<file path="src/rtl/snr_disp_pkg.sv">
// Shared types and helpers for the SNR display sink: FSM states, segment
// constants and the active-low gfedcba digit encoder.
package snr_disp_pkg;

    typedef enum logic [1:0] {
        ACCUM,
        CONVERT,
        UPDATE
    } state_t;

    localparam logic [6:0] SEG_BLANK  = 7'h7F;
    localparam int         BCD_DIGITS = 3;

    function automatic logic [6:0] seg7(input logic [3:0] digit);
        case (digit)
            4'd0:    return 7'h40;
            4'd1:    return 7'h79;
            4'd2:    return 7'h24;
            4'd3:    return 7'h30;
            4'd4:    return 7'h19;
            4'd5:    return 7'h12;
            4'd6:    return 7'h02;
            4'd7:    return 7'h78;
            4'd8:    return 7'h00;
            4'd9:    return 7'h10;
            default: return SEG_BLANK;
        endcase
    endfunction

endpackage

</file>
<file path="src/rtl/snr_display_sink_bin2bcd.sv">
// Sequential double-dabble: one shift/add-3 step per clock, BIN_WIDTH steps
// per conversion. start loads a new value; done flags the final step cycle.
module bin2bcd_seq
    import snr_disp_pkg::*;
#(
    parameter int BIN_WIDTH = 8
) (
    input  logic                      clk,
    input  logic                      reset,
    input  logic                      start,
    input  logic [BIN_WIDTH-1:0]      bin,
    output logic                      busy,
    output logic                      done,
    output logic [4*BCD_DIGITS-1:0]   bcd
);

    localparam int BCD_W = 4 * BCD_DIGITS;
    localparam int CNT_W = $clog2(BIN_WIDTH + 1);

    logic [BIN_WIDTH-1:0]     bin_reg;
    logic [BCD_W-1:0]         bcd_reg;
    logic [BCD_W-1:0]         bcd_adj;
    logic [CNT_W-1:0]         cnt_reg;
    logic                     busy_reg;
    logic [BCD_W+BIN_WIDTH-1:0] shift_val;

    for (genvar gi = 0; gi < BCD_DIGITS; gi++) begin : g_adj
        assign bcd_adj[4*gi +: 4] = (bcd_reg[4*gi +: 4] >= 4'd5) ?
                                    bcd_reg[4*gi +: 4] + 4'd3 :
                                    bcd_reg[4*gi +: 4];
    end

    assign shift_val = {bcd_adj, bin_reg} << 1;

    always_ff @(posedge clk) begin
        if (reset) begin
            bin_reg  <= '0;
            bcd_reg  <= '0;
            cnt_reg  <= '0;
            busy_reg <= 1'b0;
        end else if (start) begin
            bin_reg  <= bin;
            bcd_reg  <= '0;
            cnt_reg  <= CNT_W'(BIN_WIDTH);
            busy_reg <= 1'b1;
        end else if (busy_reg) begin
            bcd_reg <= shift_val[BCD_W+BIN_WIDTH-1:BIN_WIDTH];
            bin_reg <= shift_val[BIN_WIDTH-1:0];
            cnt_reg <= cnt_reg - CNT_W'(1);
            if (cnt_reg == CNT_W'(1)) begin
                busy_reg <= 1'b0;
            end
        end
    end

    assign busy = busy_reg;
    assign done = busy_reg && (cnt_reg == CNT_W'(1));
    assign bcd  = bcd_reg;

endmodule

</file>
<file path="src/rtl/snr_display_sink.sv">
// SNR result sink: averages 2^AVG_SHIFT results, converts the average to
// three blanked 7-segment digits and keeps a decaying peak-hold value.
module snr_display_sink
    import snr_disp_pkg::*;
#(
    parameter int SNR_WIDTH        = 8,
    parameter int AVG_SHIFT        = 10,
    parameter int PEAK_HOLD_CYCLES = 50_000_000
) (
    input  logic                 clk,
    input  logic                 reset,
    input  logic [SNR_WIDTH-1:0] snr_db,
    input  logic [SNR_WIDTH-1:0] snr_db_delta,
    input  logic                 snr_valid,
    output logic                 snr_ready,
    input  logic                 sel_delta,
    output logic [SNR_WIDTH-1:0] avg_snr,
    output logic [SNR_WIDTH-1:0] peak_snr,
    output logic [6:0]           hex0,
    output logic [6:0]           hex1,
    output logic [6:0]           hex2,
    output logic                 disp_valid
);

    localparam int ACC_W   = SNR_WIDTH + AVG_SHIFT;
    localparam int BCD_W   = 4 * BCD_DIGITS;
    localparam int TIMER_W = $clog2(PEAK_HOLD_CYCLES + 1);
    localparam logic [TIMER_W-1:0] HOLD_RELOAD = TIMER_W'(PEAK_HOLD_CYCLES);

    state_t                       state_reg, state_next;
    logic [ACC_W-1:0]             acc_reg;
    logic [ACC_W-1:0]             sum;
    logic [AVG_SHIFT-1:0]         count_reg;
    logic [SNR_WIDTH-1:0]         sample;
    logic [SNR_WIDTH-1:0]         pending_reg;
    logic [SNR_WIDTH-1:0]         avg_reg;
    logic [SNR_WIDTH-1:0]         peak_reg;
    logic [TIMER_W-1:0]           timer_reg;
    logic [BCD_DIGITS-1:0][6:0]   hex_reg;
    logic [BCD_DIGITS-1:0][6:0]   seg_next;
    logic [BCD_DIGITS-1:1]        blank_from;
    logic                         disp_valid_reg;
    logic                         transfer;
    logic                         window_end;
    logic                         conv_busy;
    logic                         conv_done;
    logic [BCD_W-1:0]             conv_bcd;

    assign snr_ready  = (state_reg == ACCUM) && !reset;
    assign transfer   = snr_valid && snr_ready;
    assign window_end = transfer && (&count_reg);
    assign sample     = sel_delta ? snr_db_delta : snr_db;
    assign sum        = acc_reg + ACC_W'(sample);

    bin2bcd_seq #(
        .BIN_WIDTH(SNR_WIDTH)
    ) u_bin2bcd (
        .clk   (clk),
        .reset (reset),
        .start (window_end),
        .bin   (sum[ACC_W-1:AVG_SHIFT]),
        .busy  (conv_busy),
        .done  (conv_done),
        .bcd   (conv_bcd)
    );

    // A digit is blanked only when it and every more significant digit are zero.
    for (genvar gi = 1; gi < BCD_DIGITS; gi++) begin : g_blank
        if (gi == BCD_DIGITS - 1) begin : g_top
            assign blank_from[gi] = (conv_bcd[4*gi +: 4] == 4'd0);
        end else begin : g_mid
            assign blank_from[gi] = (conv_bcd[4*gi +: 4] == 4'd0) && blank_from[gi+1];
        end
        assign seg_next[gi] = blank_from[gi] ? SEG_BLANK : seg7(conv_bcd[4*gi +: 4]);
    end
    assign seg_next[0] = seg7(conv_bcd[3:0]);

    always_ff @(posedge clk) begin
        if (reset) begin
            state_reg <= ACCUM;
        end else begin
            state_reg <= state_next;
        end
    end

    // Leaving CONVERT if the converter is idle guards against a stuck FSM.
    always_comb begin
        state_next = state_reg;
        case (state_reg)
            ACCUM:   if (window_end) state_next = CONVERT;
            CONVERT: if (conv_done || !conv_busy) state_next = UPDATE;
            UPDATE:  state_next = ACCUM;
            default: state_next = ACCUM;
        endcase
    end

    always_ff @(posedge clk) begin
        if (reset) begin
            acc_reg        <= '0;
            count_reg      <= '0;
            pending_reg    <= '0;
            avg_reg        <= '0;
            peak_reg       <= '0;
            timer_reg      <= '0;
            hex_reg        <= {BCD_DIGITS{SEG_BLANK}};
            disp_valid_reg <= 1'b0;
        end else begin
            disp_valid_reg <= (state_reg == UPDATE);
            if (transfer) begin
                if (window_end) begin
                    acc_reg     <= '0;
                    count_reg   <= '0;
                    pending_reg <= sum[ACC_W-1:AVG_SHIFT];
                end else begin
                    acc_reg   <= sum;
                    count_reg <= count_reg + AVG_SHIFT'(1);
                end
            end
            if (state_reg == UPDATE) begin
                avg_reg <= pending_reg;
                hex_reg <= seg_next;
                // A larger average beats decay; an expired timer lets the peak fall.
                if ((pending_reg > peak_reg) || (timer_reg == '0)) begin
                    peak_reg  <= pending_reg;
                    timer_reg <= HOLD_RELOAD;
                end else begin
                    timer_reg <= timer_reg - TIMER_W'(1);
                end
            end else if (timer_reg != '0) begin
                timer_reg <= timer_reg - TIMER_W'(1);
            end
        end
    end

    assign avg_snr    = avg_reg;
    assign peak_snr   = peak_reg;
    assign hex0       = hex_reg[0];
    assign hex1       = hex_reg[1];
    assign hex2       = hex_reg[2];
    assign disp_valid = disp_valid_reg;

endmodule

</file>
<file path="config.mk">
export PLATFORM = sky130hd
export DESIGN_NAME = snr_display_sink
export DESIGN_NICKNAME = d
export VERILOG_FILES = /design/src/rtl/snr_disp_pkg.sv /design/src/rtl/snr_display_sink_bin2bcd.sv /design/src/rtl/snr_display_sink.sv
export SDC_FILE = /design/constraint.sdc
export NUM_CORES = 1
export LEC_CHECK = 0
export CORE_MARGIN = 8
export CORE_UTILIZATION = 50
export CTS_BUF_LIST = sky130_fd_sc_hd__clkbuf_16
export CTS_CLUSTER_DIAMETER = 200
export DETAILED_ROUTE_END_ITERATION = 10
export GPL_TIMING_DRIVEN = 0
export PLACE_DENSITY_LB_ADDON = 0.3
export SETUP_SLACK_MARGIN = 0.4
export SLEW_MARGIN = 20
export SYNTH_ARGS = -nofsm -noshare
export SYNTH_HDL_FRONTEND = slang
export SYNTH_SLANG_ARGS = --single-unit
</file>
<file path="constraint.sdc">
create_clock -name clk -period 3.2 [get_ports clk]
set_input_delay 0.64 -clock clk [delete_from_list [all_inputs] [get_ports clk]]
set_output_delay 0.64 -clock clk [all_outputs]
set_load 0.1 [all_outputs]
</file>
Word level (Yosys, flattened, before mapping) --
Memories as Yosys holds them, arrays and structs flattened. A register that Yosys moved wholly into a read port is not among the register bits. Cells that the tools add are included.
Storage, ports and cells: bits in registers 120, ROM bits 336, input bits 20, output and inout port bits 39, logic and storage cells 80, memories kept 3
Operators by class: add/subtract/negate cells 7, magnitude comparators 4, equal/unequal tests 5, mux-type cells 25, reductions and logical operators 21
Memories:
- (no name shown) | depth 16, width 7, rd ports 1, clocked after Yosys merged registers in 1, wr ports 0, RTL line snr_disp_pkg.sv:15 | case (digit)
- (no name shown) | depth 16, width 7, rd ports 1, clocked after Yosys merged registers in 1, wr ports 0, RTL line snr_disp_pkg.sv:15
- (no name shown) | depth 16, width 7, rd ports 1, clocked after Yosys merged registers in 1, wr ports 0, RTL line snr_disp_pkg.sv:15
Operators by type and width (count):
- two-way mux 26 bit | 3
- two-way mux 4 bit | 8
- logical NOT 26 bit | 1
- nonzero test 26 bit | 1
- subtractor 26 x 1 -> 26 bit (second input constant) | 1
- two-way mux 8 bit | 3
- adder 18 x 8 -> 18 bit | 1
- two-way mux 18 bit | 1
- two-way mux 7 bit | 2
- greater-or-equal comparator 4 x 3 -> 1 bit (second input constant) | 3
- adder 10 x 1 -> 10 bit (second input constant) | 1
- two-way mux 10 bit | 1
- AND reduction 10 bit | 1
- adder 4 x 2 -> 4 bit (second input constant) | 2
- > comparator 8 bit | 1
- logical NOT 4 bit | 2
- AND reduction 2 bit | 3
- logical AND 1 bit | 5
- equality test 4 x 1 -> 1 bit (second input constant) | 1
- two-way mux 2 bit | 2
- one-hot mux 2 bit (2 select lines) | 1
- nonzero test 2 bit | 2
- subtractor 4 x 1 -> 4 bit (second input constant) | 1
- adder 3 x 2 -> 3 bit (second input constant) | 1
- other kinds (10) | 14

Depth between registers and ports, before layout --
Gate-level depths: netlist of the first run.
depth after elaboration 6, gate-level depth with buffers 11, gate-level depth less buffers 10

Modules after synthesis --
From an unflattened synthesis of the first run, not the netlist that was laid out.
Second synthesis, totals: cells, all modules 810, area total of the unflattened synthesis 6720.2 um2
By module, submodules not included:
- snr_display_sink | instances 1, cells each 648, area each 5356.4 um2, seq. area each 2042.0 um2
- bin2bcd_seq | instances 1, cells each 162, area each 1363.8 um2, seq. area each 500.5 um2

Least setup slack after synthesis of the first run --
OpenSTA, ideal clock, no wires.
path kind input port to flip-flop, from input port reset, to register acc_reg[11], setup time 134 ps, arrival 3761 ps, required time 3066 ps, path slack -695 ps, stages on the path 6, path buffers 2, cell sequence clkbuf_1 > nor3_1 > nand2_1 > clkbuf_1 > nand2_1 > a31oi_1
Between the ends: cells in the longest elaborated chain, start to end 5
RTL lines:
- start, declared | RTL line snr_display_sink.sv:11 | input logic reset,
- logical NOT 1 bit (*) | RTL line snr_display_sink.sv:49 | assign snr_ready = (state_reg == ACCUM) && !reset;
- logical AND 1 bit (*) | RTL line snr_display_sink.sv:49
- net snr_ready | RTL line snr_display_sink.sv:15 | output logic snr_ready,
- logical AND 1 bit (*) | RTL line snr_display_sink.sv:50 | assign transfer = snr_valid && snr_ready;
- logical AND 1 bit | RTL line snr_display_sink.sv:51 | assign window_end = transfer && (&count_reg);
- two-way mux 18 bit | RTL line snr_display_sink.sv:110 | if (window_end) begin
- end signal, assigned | RTL line snr_display_sink.sv:115 | acc_reg <= sum;
- end, declared | RTL line snr_display_sink.sv:31 | logic [ACC_W-1:0] acc_reg;
Mark *: on every way through the listed nets, which the timed path passes. The rest lies on a longest branch. A chain may end at the register's enable or synchronous reset.

Final worst setup path of the first run --
from input port snr_db[1], to register u_bin2bcd.bin_reg[7]
Between the ends: cells in the longest elaborated chain, start to end 3
RTL lines:
- start, declared | RTL line snr_display_sink.sv:12 | input logic [SNR_WIDTH-1:0] snr_db,
- two-way mux 8 bit | RTL line snr_display_sink.sv:52 | assign sample = sel_delta ? snr_db_delta : snr_db;
- adder 18 x 8 -> 18 bit | RTL line snr_display_sink.sv:53 | assign sum = acc_reg + ACC_W'(sample);
- two-way mux 8 bit | RTL line snr_display_sink_bin2bcd.sv:41 | end else if (start) begin
- end signal, assigned | RTL line snr_display_sink_bin2bcd.sv:42 | bin_reg <= bin;
- end signal, assigned | RTL line snr_display_sink_bin2bcd.sv:48 | bin_reg <= shift_val[BIN_WIDTH-1:0];
- end, declared | RTL line snr_display_sink_bin2bcd.sv:20 | logic [BIN_WIDTH-1:0] bin_reg;
No other way between the ends.

==> results of run 1 <==
## worst max-delay path, delay by kind of cell
family,cells,cell delay (ns)
AND/OR/NAND/NOR,1,0.13
AO/OA/AOI/OAI,3,0.97
multiplexers,2,0.63
buffers and inverters,1,0.39
adder cells (fa/ha/maj),1,0.30
## cells in the final DEF (no fill, tap or decap), drive strengths merged, types with 7 or more instances in the layout
cell,Yosys,layout
a21o,7,7
o22ai,17,17
nand2,71,71
o21ai,32,32
or3,16,16
inv,26,26
clkbuf,40,57
xnor2,21,21
o211ai,12,12
clkdlybuf4s50,0,53
dfxtp,141,141
a31oi,21,21
nand4,10,10
buf,10,19
nand3,26,26
or4,8,8
nor2,62,62
o31ai,7,7
mux2i,28,28
nand2b,40,40
and3,8,8
and2,10,10
nor4,9,9
xor2,17,17
a211oi,13,13
ha,40,40
clkinv,0,8
nor3,27,27
a21oi,41,41
mux2,9,9
## worst paths after layout
| path | to | start | slack (ns) |
|---|---|---|---|
| hold reg to reg | hex1[3]$_SDFFE_PP1P_ | flop | 0.45 |
| setup / recovery | u_bin2bcd.bin_reg[7]$_SDFFE_PP0P_ | snr_db[1] | 0.44 |
| hold / removal | hex1[3]$_SDFFE_PP1P_ | flop | 0.45 |
| setup reg to reg | timer_reg[9]$_SDFFE_PP0P_ | timer_reg[0]$_SDFFE_PP0P_ | 0.56 |
## final cells by class
| type | instances | share of cell area |
|---|---|---|
| Sequential cell | 141 | 0.317 |
| Timing Repair Buffer | 65 | 0.0709 |
| Multi-Input combinational cell | 615 | 0.477 |
| Buffer | 50 | 0.0282 |
| Inverter | 26 | 0.0109 |
| Tap cell | 184 | 0.0258 |
| Clock inverter | 15 | 0.0226 |
| Clock buffer | 17 | 0.0477 |
## layer usage
metal	share of wire	vias to the layer above	global-route usage
li1	-	3178	-
met1	0.45	3028	0.242
met2	0.48	153	0.329
met3	0.051	29	0.0430
met4	0.017	0	0.0726
met5	0	-	0
## power by group through the flow
stage               clock, mW  sequential (mW)  combinational, mW
floorplan                   0             2.04               1.32
global placement            0             2.07               1.58
detailed placement          0             2.07               1.60
CTS                      2.15             2.04               1.62
global route             2.23             2.07               1.83
finish                   2.13             2.05               1.67
## through the flow
stage                     instances  worst slack (ns)
after detailed placement       1072            -0.411
after CTS                      1106             0.407
after floorplan                 832             0.393
after global routing           1113             0.320
after global placement         1072            -0.372
final                          1113             0.437
## cells in the mapped netlist (all sizes together) (21+ instances only)
library cell | n | area share
nor3 | 27 | 0.021
nor2 | 62 | 0.032
xnor2 | 21 | 0.025
nand2b | 40 | 0.034
ha | 40 | 0.069
a21oi | 41 | 0.028
nand3 | 26 | 0.018
inv | 26 | 0.013
o21ai | 32 | 0.022
mux2i | 28 | 0.038
dfxtp | 141 | 0.39
clkbuf | 40 | 0.021
a31oi | 21 | 0.018
nand2 | 71 | 0.037
## logic make-up after synthesis
group	after synthesis	share of synthesized area
simple gates	307	0.221
compound gates	192	0.178
flops	141	0.387
buf+inv	76	0.0439
fa+ha+maj	41	0.0714
xor+xnor	38	0.0457
mux	37	0.0524
## what timing repair did
| action | CTS | global route |
|---|---|---|
| gates resized for setup | 2 | 23 |
| hold buffers | 0 | 0 |
| buffers inserted | 2 | 7 |
| endpoints found under the setup margin | 10 | 41 |
| pin swaps | 1 | 7 |
| gates cloned | 0 | 0 |
==> flow_metrics.tcl, run 1 <==
set metrics [dict create \
    status "complete, no violations" \
    largest_reg_flops 26 \
    tritoncts "built" \
    p_total_mw 5.85 \
    skew_ns 0.00862 \
    reg2regPathDepth 10 \
    cts_made_buffers 17 \
    drc_errors 0 \
    setup_viol_count_final 0 \
    fillers 1228 \
    gp_congestion 0.878 \
    power_frac_comb 0.286 \
    seqPwrFrac 0.351 \
    clock.fmax_mhz 362 \
    swShare 0.323 \
    antenna_found_initial 0 \
    synth_seq_area_share 0.387 \
    worstPathRequired_ns 3.50 \
    holdPathStages 2 \
    avgSynthCellArea_um2 8.76 \
    viasPerCell 5.74 \
    die_y_um 137 \
    first_global_vias 6111 \
    die-width_um 137 \
    p_leak_nw 3.33 \
    diodes 0 \
    area_delta_synth_final_pct 22.3 \
    tightest_slew_ns 0.983 \
    syn_inst 832 \
    min_period_ns 2.76 \
    ios 59 \
    routed_wl_um 18000 \
    htreeDepth 4 \
    first_pass_iters 6 \
    period_share 0.864 \
    synth_top_flop_cell "dfxtp_1" \
    multiInputGateArea_mm2 0.00425 \
    final_core_util 0.620 \
    slew-limit-headroom 0.342 \
    design_area_mm2 0.00891 \
    grt_pass1_wl_um 29500 \
    cts.clk_slew.worst_paths_ns 0.06 \
    seq_area_mm2 0.00282 \
    clk_path_buf_depth 2 \
    nets 977 \
    root_buffer "clkbuf_16" \
    hold_violations 0 \
    path_class "in2reg" \
    tns_ns 0 \
    drt_iter0_drc 576 \
    yosysWarnings 0 \
    path_max_fanout 5 \
    crit_chain "clkdlybuf4s50_1 -> mux2_2 -> ha_1 -> a211oi_1 -> nor3_4 -> o211ai_1 -> mux2i_1 -> o21ai_0" \
    ys_async_sr_fraction 0 \
    worstSetupStartpointType "input pin" \
    grt_max_degree 17 \
    endpoint_kind "flop" \
    synth_area_mm2 0.00729 \
    synth-seq-cells 141 \
    numPortBuffers 56 \
    rows 44 \
    synth_cell_types 71 \
    cp.arrival_ns 3.06 \
    placed_cell_area_mm2 0.00814 \
    clkLatencyLatePin_ns 0.43 \
    slowest_delay_ns 0.49 \
    ir_worst_vdd_mv 0.453 \
    power_frac_clock 0.364 \
    whs_ns 0.451 \
    maxCapViolCount 0 \
    final_max_slew_viol_count 0 \
    min-delay-path-class "reg2reg" \
    cp_slowest_cell "a211oi_1" \
    p_per_area_mw_per_mm2 656 \
    drive_above_1_share 0.0958 \
    grt_usage 0.197 \
    syn_nets 893 \
    grt_setup_unrepaired "no" \
    via_count 6388 \
    design.die.area_mm2 0.0187 \
    switching_power_mw 1.89 \
    clock-sinks 141 \
    start_util 0.507 \
    synth_edf_count 0 \
    dp_hpwl_um 12600 \
    ant_nets 0 \
    post_drt_wl_per_cell_um 16.2 \
    grt_overflow 0 \
    p_int_mw 3.96 \
    core_mm2 0.0144 \
]
No activity file was read; power rests on OpenSTA's default activity.
==> run 2, diff against run 1 <==
--- a/config.mk
+++ b/config.mk
@@ -11,6 +11,7 @@
 export CTS_CLUSTER_DIAMETER = 200
 export DETAILED_ROUTE_END_ITERATION = 10
 export GPL_TIMING_DRIVEN = 0
+export MAX_ROUTING_LAYER = met4
 export PLACE_DENSITY_LB_ADDON = 0.3
 export SETUP_SLACK_MARGIN = 0.4
 export SLEW_MARGIN = 20
==> run 2 against run 1 <==
  * Clock skew decreased by 0.00051 ns
  * Critical endpoint unchanged
  * Count of clock-buffer cells in the layout did not move
  * Register-to-register slack is essentially flat
  * Critical path depth unchanged
  * Combinational power is essentially flat
  * Critical path type unchanged
  * Sequential cell count stayed put
  * Setup slack improved by 0.012 ns
  * Sequential power is essentially flat
  * Die area unchanged
==> flow_metrics.tcl, run 2 (synthesized netlist as in run 1, its figures left out) <==
set metrics [dict create \
    status "complete, no violations" \
    drive_above_1_share 0.0958 \
    period_share 0.860 \
    min_period_ns 2.75 \
    dp_hpwl_um 12600 \
    min-delay-path-class "reg2reg" \
    grt_pass1_wl_um 29500 \
    root_buffer "clkbuf_16" \
    antenna_found_initial 0 \
    final_cell_mix "140 x dfxtp_1, 71 x nand2_1, 62 x nor2_1, 53 x clkdlybuf4s50_1, 41 x a21oi_1" \
    viasPerCell 5.78 \
    clock.fmax_mhz 363 \
    clkLatencyLatePin_ns 0.43 \
    dp_cells 1072 \
    numPortBuffers 56 \
    area_delta_synth_final_pct 22.3 \
    endpoint_kind "flop" \
    p_total_mw 5.85 \
    cts_made_buffers 17 \
    post_drt_wl_per_cell_um 16.2 \
    ios 59 \
    skew_ns 0.00812 \
    die-width_um 137 \
    worstSetupStartpointType "input pin" \
    path_max_fanout 5 \
    rows 44 \
    clk_path_buf_depth 2 \
    drc_errors 0 \
    diodes 0 \
    grt_setup_unrepaired "no" \
    nets 977 \
    fin_ws_ns 0.449 \
    design_area_mm2 0.00891 \
    tritoncts "built" \
    cts.clk_slew.worst_paths_ns 0.06 \
    maxCapViolCount 0 \
    grt_max_degree 17 \
    fin_cells 1113 \
    hold_violations 0 \
    slew-limit-headroom 0.343 \
    clock-sinks 141 \
    placed_cell_area_mm2 0.00814 \
    path_class "in2reg" \
    drt_iter0_drc 502 \
    worstPathRequired_ns 3.50 \
    tightest_slew_ns 0.983 \
    p_leak_nw 3.33 \
    first_global_vias 6107 \
    ir_worst_vdd_mv 0.457 \
    start_util 0.507 \
    final_core_util 0.620 \
    reg2regPathDepth 10 \
    largest_reg_flops 26 \
    cp.arrival_ns 3.05 \
    pre_cts_ws_ns -0.411 \
    ant_nets 0 \
    holdPathStages 2 \
    gp_congestion 0.893 \
    first_pass_iters 6 \
    htreeDepth 4 \
    die_y_um 137 \
    grt_usage 0.202 \
    via_count 6429 \
    layout_commonest_cell "dfxtp_1" \
    grt_overflow 0 \
    setup_viol_count_final 0 \
    routed_wl_um 18000 \
    design.die.area_mm2 0.0187 \
    core_mm2 0.0144 \
    final_max_slew_viol_count 0 \
    p_per_area_mw_per_mm2 656 \
]
-- run 2: area by class of cell --
class                      instances  area (um^2)
fill                            1228         5460
multi-input combinational        615         4250
sequential                       141         2820
timing repair buffer              65          632
clock buffer                      17          425
buffer                            50          251
tap                              184          230
clock inverter                    15          201
inverter                          26         97.6
-- run 2: power by group --
part           leakage (nW)  switching, mW  internal [mW]
Combinational          1.88          0.971          0.697
Clock                 0.305          0.765           1.36
Sequential             1.14          0.156           1.90
-- run 2: worst paths after layout --
kind | start | slack [ns] | end
setup / recovery | snr_db[1] | 0.45 | u_bin2bcd.bin_reg[7]$_SDFFE_PP0P_
setup reg to reg | timer_reg[0]$_SDFFE_PP0P_ | 0.56 | timer_reg[9]$_SDFFE_PP0P_
hold reg to reg | flop | 0.45 | hex1[4]$_SDFFE_PP1P_
hold / removal | flop | 0.45 | hex1[4]$_SDFFE_PP1P_
-- run 2: critical path: stages --
cell,delay (ns)
clkdlybuf4s50_1,0.39
mux2_2,0.28
ha_1,0.30
a211oi_1,0.49
nor3_4,0.13
o211ai_1,0.35
mux2i_1,0.34
o21ai_0,0.12
-- run 2: timing repair --
item,4_1_cts,5_1_grt
endpoints found under the setup margin,10,41
gates resized for setup,2,23
hold buffers,0,0
setup buffers,2,7
pin swaps,1,7
-- run 2: per-stage QoR --
step,hold WS (ns),TNS [ns]
finish,0.448,0
global route,0.467,0
CTS,0.451,0
detailed placement,0.437,-1.25
global placement,0.427,-0.828
floorplan,0.422,0
-- run 2: layer usage --
layer,part of all wire,routed length (um),GRT usage
met1,0.46,8310,0.244
met2,0.48,8580,0.329
met3,0.046,838,0.0404
met4,0.018,321,0.0726
met5,0,0,-
==> run 3, diff against run 2 <==
--- a/config.mk
+++ b/config.mk
@@ -14,7 +14,7 @@
 export MAX_ROUTING_LAYER = met4
 export PLACE_DENSITY_LB_ADDON = 0.3
 export SETUP_SLACK_MARGIN = 0.4
-export SLEW_MARGIN = 20
+export SLEW_MARGIN = 40
 export SYNTH_ARGS = -nofsm -noshare
 export SYNTH_HDL_FRONTEND = slang
 export SYNTH_SLANG_ARGS = --single-unit
==> run 3 against run 2 <==
  * Worst hold slack about the same
  * Clock skew up 0.0020 ns
  * Final area down 2.7%
  * Wire length down 2.1%
  * Largest cell class unchanged
  * Sequential power about the same
  * First-iteration DRC count down 25%
  * Power down 3.7%
  * Final cell count unchanged
  * Sequential cell count unchanged
==> flow_metrics.tcl, run 3 (synthesized netlist as in run 1, its figures left out) <==
set metrics [dict create \
    largest_reg_flops 26 \
    gp_congestion 0.893 \
    skew_ns 0.0102 \
    cp.arrival_ns 3.12 \
    fin_ws_ns 0.427 \
    rows 44 \
    first_global_vias 6083 \
    ir_worst_vdd_mv 0.427 \
    numPortBuffers 56 \
    via_count 6380 \
    slew-limit-headroom 0.512 \
    grt_overflow 0 \
    whs_ns 0.447 \
    drc_errors 0 \
    min_period_ns 2.77 \
    area_delta_synth_final_pct 19.0 \
    design.die.area_mm2 0.0187 \
    setup_viol_count_final 0 \
    post_drt_wl_per_cell_um 15.9 \
    p_leak_nw 3.28 \
    clk_path_buf_depth 2 \
    clock-sinks 141 \
    worstPathRequired_ns 3.55 \
    path_max_fanout 10 \
    first_pass_iters 5 \
    min-delay-path-class "reg2reg" \
    ios 59 \
    cts_made_buffers 17 \
    drt_iter0_drc 376 \
    path_class "in2reg" \
    grt_usage 0.202 \
    core_mm2 0.0144 \
    nets 977 \
    tightest_slew_ns 0.728 \
    start_util 0.507 \
    ant_nets 0 \
    maxCapViolCount 0 \
    routed_wl_um 17700 \
    worstSetupStartpointType "input pin" \
    cts.clk_slew.worst_paths_ns 0.06 \
    endpoint_kind "flop" \
    dp_hpwl_um 12500 \
    p_per_area_mw_per_mm2 649 \
    drive_above_1_share 0.140 \
    clock.fmax_mhz 361 \
    final_max_slew_viol_count 0 \
    grt_setup_unrepaired "yes" \
    root_buffer "clkbuf_16" \
    htreeDepth 4 \
    layout_commonest_cell "dfxtp_1" \
    final_core_util 0.604 \
    tritoncts "built" \
    clkLatencyLatePin_ns 0.42 \
    final_cell_mix "141 x dfxtp_1, 71 x nand2_1, 61 x nor2_1, 41 x a21oi_1" \
    diodes 0 \
    period_share 0.867 \
    cts_hold_buffers 0 \
    pre_cts_ws_ns -0.389 \
    grt_max_degree 17 \
    antenna_found_initial 0 \
    viasPerCell 5.73 \
    die-width_um 137 \
    grt_pass1_wl_um 29500 \
    die_y_um 137 \
    status "complete, no violations" \
    hold_violations 0 \
]
==> run 3: cell types whose count changed in the layout (fill, tap and decap cells not counted), moves of 2 or more <==
cell / before / now
buf_2: 1 / 40
clkbuf_1: 33 / 35
clkinv_4: 0 / 3
bufinv_16: 5 / 2
clkdlybuf4s50_1: 53 / 15
inv_6: 0 / 2
==> run 3: routing by layer <==
metal	track usage	share of wire	vias to the layer above
met5	-	0	-
met4	0.0622	0.011	0
met3	0.0477	0.048	21
met2	0.321	0.48	166
met1	0.249	0.46	3017
li1	-	-	3176
==> run 3: final cells by class <==
| cell class | count | area (um^2) |
|---|---|---|
| inverter | 26 | 97.6 |
| timing repair buffer | 65 | 438 |
| clock inverter | 15 | 146 |
| buffer | 50 | 246 |
| tap | 184 | 230 |
| sequential | 141 | 2820 |
| clock buffer | 17 | 425 |
| multi-input combinational | 615 | 4270 |
| fill | 1240 | 5700 |
==> run 3: critical path, stage by stage <==
cell and delay [ns]:
clkdlybuf4s50_1 0.50, nor4b_4 0.23, nand4_1 0.20, nand2b_1 0.23
buf_6 0.18, buf_4 0.20, nor2_1 0.09, ha_1 0.32
or3_1 0.38, a21oi_1 0.16
==> run 3: power by group <==
group	internal [mW]	total (mW)	switching, mW
Sequential	1.90	2.05	0.154
Clock	1.14	1.92	0.782
Combinational	0.699	1.66	0.957
Total	3.74	5.63	1.89
==> run 3: final timing paths <==
| path | from | endpoint | slack [ns] | cells past startpoint |
|---|---|---|---|---|
| max | snr_valid | flop | 0.43 | 10 |
| min | flop | hex1[6]$_SDFFE_PP1P_ | 0.45 | 2 |
| max reg2reg | u_bin2bcd.bcd[4]$_SDFFE_PP0P_ | flop | 0.53 | 10 |
| min reg2reg | flop | hex1[6]$_SDFFE_PP1P_ | 0.45 | 2 |
==> run 3: timing repair <==
item                                    4_1_cts  5_1_grt
endpoints found under the setup margin        6       39
gates cloned                                  0        0
setup buffers                                 2        7
resized for setup                             1       20
pin swaps                                     1        7
endpoints found under the hold margin         0        0
==> run 3: stage by stage <==
| step | std cells | TNS, ns | cell area [um^2] | total power, mW |
|---|---|---|---|---|
| detailed placement | 1072 | -0.933 | 7950 | 3.69 |
| global placement | 1072 | -0.828 | 8140 | 3.65 |
| global route | 1113 | 0 | 8670 | 5.94 |
| floorplan | 832 | 0 | 7350 | 3.36 |
| finish | 1113 | 0 | 8670 | 5.63 |
| CTS | 1106 | 0 | 8540 | 5.62 |
==> patch 1: new RTL, config.mk and constraints of run 2 <==
Encoding of `state_t`: now one-hot (3 bits for 3 states).
--- a/src/rtl/snr_disp_pkg.sv
+++ b/src/rtl/snr_disp_pkg.sv
@@ -4,6 +4,6 @@
 
-    typedef enum logic [1:0] {
-        ACCUM,
-        CONVERT,
-        UPDATE
+    typedef enum logic [2:0] {
+        ACCUM   = 3'b001,
+        CONVERT = 3'b010,
+        UPDATE  = 3'b100
     } state_t;
Function: same outputs for any inputs over 10 cycles, from zero or initial values and one cycle with reset high; not proved beyond that.
==> patch 1 against run 2 <==
  * Worst setup slack lost 21 ps
  * Routed wire length fell by 4.9%
  * Register-to-register slack worse by 130 ps
  * Synthesized area shrank 4.2%
  * Synthesized cell count is the same
  * Sequential cell count rose by 1
  * Design area down 2.2%
  * Power down 3.0%
  * Largest power group is now registers
  * Highest routed layer unchanged
==> patch 1: results (changes against run 2) <==
Run status
  • Status: finished, final reports clean (unchanged)

Worst setup path
  • Critical Path AT: 3130 ps (was 3050 ps)
  • CP Launch Type: flop (was input port)
  • Family with the most delay on the worst path: simple AND/OR/NAND/NOR gates (was compound AO/OA/AOI/OAI gates)
  • RR Endpoint: timer_reg[21] (was timer_reg[9])
  • Slowest CP cell: or4_4 (was a211oi_1)
  • Worst reg2reg path startpoint: timer_reg[7] (was timer_reg[0])
  • Reg2Reg Depth: 7 (was 10)
  • R2R Setup Slk: 430 ps (was 560 ps)

Drt
  • Pre-Repair DR Iteration Count: 4 (was 6)
  • Routed wl met3: 751 µm (was 838 µm)
  • Final Routed Wirelength: 17.2 mm (was 18.0 mm)
  • DR iter-0 viols: 397 (was 502)
  • Routed vias: 6211 (was 6429)
  • Wl on met1: 8.10 mm (was 8.31 mm)

Finish
  • Layout cells sized above 1: 0.120 (was 0.0958)
  • Clock Network Area Fraction: 0.0692 (was 0.0703)
  • Nets@finish: 980 (was 977)
  • Signal buffers: 108 (was 115)
  • # fillers: 1191 (was 1228)
  • Area growth syn-to-layout: 24.7% (was 22.3%)
  • Multi-input combinational area share: 0.466 (was 0.477)

GRT
  • Global-route wire length before repair: 28.6 mm (was 29.5 mm)
  • Routing usage on met3: 0.0415 (was 0.0404)

Pwr
  • VDD IR max: 0.000472 V (was 0.000457 V)
  • Internal power: 3.92 mW (was 3.96 mW)

Placed design
  • Gpl congestion: 0.920 (was 0.893)
  • Dpl cells: 1068 (was 1072)
  • Pre-CTS WS: -189 ps (was -411 ps)
  • Post-detail-place hpwl: 12.2 mm (was 12.6 mm)
  • Post-DP Area: 7930 µm² (was 8140 µm²)

Clock network
  • Post-CTS setup buffers: 7 (was 2)

Timing
  • Post-layout min period: 2770 ps (was 2750 ps)
  • Clk_skew: 12.1 ps (was 8.12 ps)
  • Slew @ Worst Pin: 1000 ps (was 983 ps)
  • Fin Hold WS: 441 ps (was 448 ps)

Min path
  • Hold EP: hex2[6] (was hex1[4])

Yosys
  • Synth area leaders: dfxtp_1 41%, ha_1 7.2%, nand2_1 5.6%, a21oi_1 5.4%, nor2_1 4.0% (was dfxtp_1 39%, ha_1 6.9%, mux2i_1 3.8%, nand2_1 3.7%, nand2b_1 3.4%)
## patch 1: cell count changes after synthesis, sizes merged, moves of 4 or more
cell    delta
nor2      +13
a31o       +7
o31ai      -4
o211ai     -8
or3        -9
a31oi     -15
a211o      -4
nand2b    -32
nand2     +34
mux2i     -14
clkbuf     -8
xnor2      +8
a21oi     +35
## patch 1: power groups by stage
stage	Combinational (mW)	Clock [mW]	Sequential, mW
2_1_floorplan	1.16	0	2.07
3_3_place_gp	1.39	0	2.10
3_5_place_dp	1.41	0	2.10
4_1_cts	1.51	2.06	2.07
5_1_grt	1.73	2.14	2.10
6_report	1.56	2.04	2.08
## patch 1: cells by family (layout without fill, tap and decap cells)
family / Yosys count / in the layout / synth area share
buffers and inverters: 69 / 169 / 0.0372
adders and majority gates: 41 / 41 / 0.0745
AOI/OAI and AO/OA: 202 / 202 / 0.179
and+or+nand+nor: 311 / 311 / 0.213
xor gates and xnor gates: 45 / 45 / 0.0564
muxes: 22 / 22 / 0.0330
DFF: 142 / 142 / 0.407
==> patch 2: new RTL, flow settings as in run 2 <==
Made on the original files. Change the parameter `PEAK_HOLD_CYCLES` from 50_000_000 to 25_000_000.
--- a/src/rtl/snr_display_sink.sv
+++ b/src/rtl/snr_display_sink.sv
@@ -7,3 +7,3 @@
     parameter int AVG_SHIFT        = 10,
-    parameter int PEAK_HOLD_CYCLES = 50_000_000
+    parameter int PEAK_HOLD_CYCLES = 25_000_000
 ) (
Formal check against the unedited RTL: no difference found for any inputs over 10 cycles, from zero or initial values and one cycle with reset high; that may be too few to reach the edited logic, so the function may still have changed.
==> patch 2 against run 2 <==
  * Worst setup slack better by 34 ps
  * Synthesized area up 0.89%
  * Power down 7.3%
  * Routed wire length down 2.0%
  * Sequential cell count down 1
  * Clock skew down 2.0 ps
  * Design area down 0.22%
==> patch 2: results (changes against run 2) <==
Run status
  • Status: finished, final reports clean (unchanged)

Yosys
  • Ys Warns: 0 (unchanged)
  • Post-synth top cells: 140 x dfxtp_1, 67 x nand2_1, 63 x nor2_1 (was 141 x dfxtp_1, 71 x nand2_1, 62 x nor2_1)
  • Post-synth EDFFs: 0 (unchanged)
  • Sequential cell area fraction in the yosys report: 0.381 (was 0.387)
  • Synthesized Nets: 890 (was 893)
  • Synth Instances: 829 (was 832)
  • Synth area leaders: dfxtp_1 38%, ha_1 6.8%, mux2i_1 4.1%, nand2b_1 4.1%, nand2_1 3.4% (was dfxtp_1 39%, ha_1 6.9%, mux2i_1 3.8%, nand2_1 3.7%, nand2b_1 3.4%)

Timing
  • Max-slew headroom at the worst pin: 0.243 (was 0.343)
  • Clk_skew: 6.11 ps (was 8.12 ps)

GRT
  • Global-route wire length before repair: 28.7 mm (was 29.5 mm)
  • GR Util met1: 0.249 (was 0.244)
  • Initial antenna violation count: 0 (unchanged)
  • Routing usage on met3: 0.0434 (was 0.0404)
  • GRT met2 Usage: 0.308 (was 0.329)
  • Total Routing Usage GR: 0.198 (was 0.202)
  • Vias in the first global route: 5842 (was 6107)

Pwr
  • VDD IR max: 0.000425 V (was 0.000457 V)
  • Leak: 3.43 nW (was 3.33 nW)
  • Net Switching: 1.64 mW (was 1.89 mW)

Worst setup path
  • Critical Path AT: 3020 ps (was 3050 ps)
  • Worst reg2reg path startpoint: u_bin2bcd.bcd[5] (was timer_reg[0])
  • Worst Setup SP: snr_valid (was snr_db[1])
  • Max incr delay on CP: 510 ps (was 490 ps)
  • Max FO, Critical Path: 10 (was 5)

Drt
  • DR iter-0 viols: 425 (was 502)
  • Pre-Repair DR Iteration Count: 5 (was 6)
  • Vias/cell: 5.65 (was 5.78)
  • Wire per inst: 16.0 µm (was 16.2 µm)

Finish
  • Layout cells sized above 1: 0.104 (was 0.0958)
  • Nets@finish: 972 (was 977)
  • Number of flip-flops in the largest register: 25 (was 26)

Placed design
  • Post-detail-place hpwl: 12.6 mm (about the same)
  • IO buf count: 56 (unchanged)
  • Gpl congestion: 0.877 (was 0.893)

Clock network
  • Clock latency on the worst-skew pair: 420 ps
## patch 2: changes by cell type after synthesis, sizes merged, moves of 6 or more
cell    change
a31oi       -9
and2        +9
buf        +10
clkbuf     -14
nand2b      +8
nand3       -6
nor3        -6
or3         -6
## patch 2: cell type report
| class | instances | area [µm²] |
|---|---|---|
| clock inverter | 14 | 138 |
| sequential | 140 | 2800 |
| timing repair buffer | 63 | 617 |
| buffer | 46 | 250 |
| inverter | 30 | 113 |
| clock buffer | 17 | 425 |
| tap | 184 | 230 |
| multi-input combinational | 613 | 4320 |
| fill | 1197 | 5590 |
## patch 2: worst min path at each step
stage,cells past startpoint,endpoint,startpoint,slack [ps]
2_1_floorplan,2,hex1[0],flop,420
3_3_place_gp,2,hex2[2],flop,420
3_5_place_dp,2,hex2[4],flop,430
4_1_cts,2,hex2[4],flop,450
5_1_grt,2,hex2[5],flop,460
6_report,2,hex2[4],flop,450
## patch 2: power groups by stage
| stage | Sequential (mW) | Clock (mW) | Combinational [mW] |
|---|---|---|---|
| finish | 2.05 | 1.90 | 1.47 |
| global route | 2.07 | 2.01 | 1.62 |
| CTS | 2.05 | 1.93 | 1.46 |
| detailed placement | 2.08 | 0 | 1.44 |
| global placement | 2.08 | 0 | 1.42 |
| floorplan | 2.05 | 0 | 1.20 |
## patch 2: routing by layer
metal	wire, µm	vias to the layer above
li1	-	3154
met1	8350	2944
met2	8290	136
met3	832	24
met4	209	0
met5	0	-
## patch 2: cell families after synthesis
kind of cell | after synthesis | synth area share
XOR/XNOR | 31 | 0.0369
multiplexers | 40 | 0.0561
buffers and inverters | 76 | 0.0463
AO/OA/AOI/OAI | 186 | 0.173
flip-flops | 140 | 0.381
AND/OR/NAND/NOR | 315 | 0.236
adder cells (fa/ha/maj) | 41 | 0.0708
## patch 2: worst max-delay path: cells and delay by family
kind | cells | cell delay [ps]
buf+inv | 4 | 1000
simple gates | 5 | 900
fa+ha+maj | 1 | 260
compound gates | 1 | 230
## patch 2: what timing repair did
| item | CTS | global route |
|---|---|---|
| setup buffers | 2 | 5 |
| resized for setup | 10 | 20 |
| setup endpoints to repair | 18 | 23 |
| pin swaps | 0 | 6 |
| hold buffers | 0 | 0 |
## patch 2: metrics by stage
stage | worst slack [ps] | TNS, ps | cell area, µm² | hold WS (ps) | total power, mW
finish | 483 | 0 | 8890 | 446 | 5.42
global route | 336 | 0 | 8890 | 463 | 5.70
CTS | 389 | 0 | 8800 | 446 | 5.43
detailed placement | -525 | -5060 | 8200 | 432 | 3.52
global placement | -507 | -4770 | 8200 | 425 | 3.50
floorplan | 437 | 0 | 7410 | 422 | 3.25
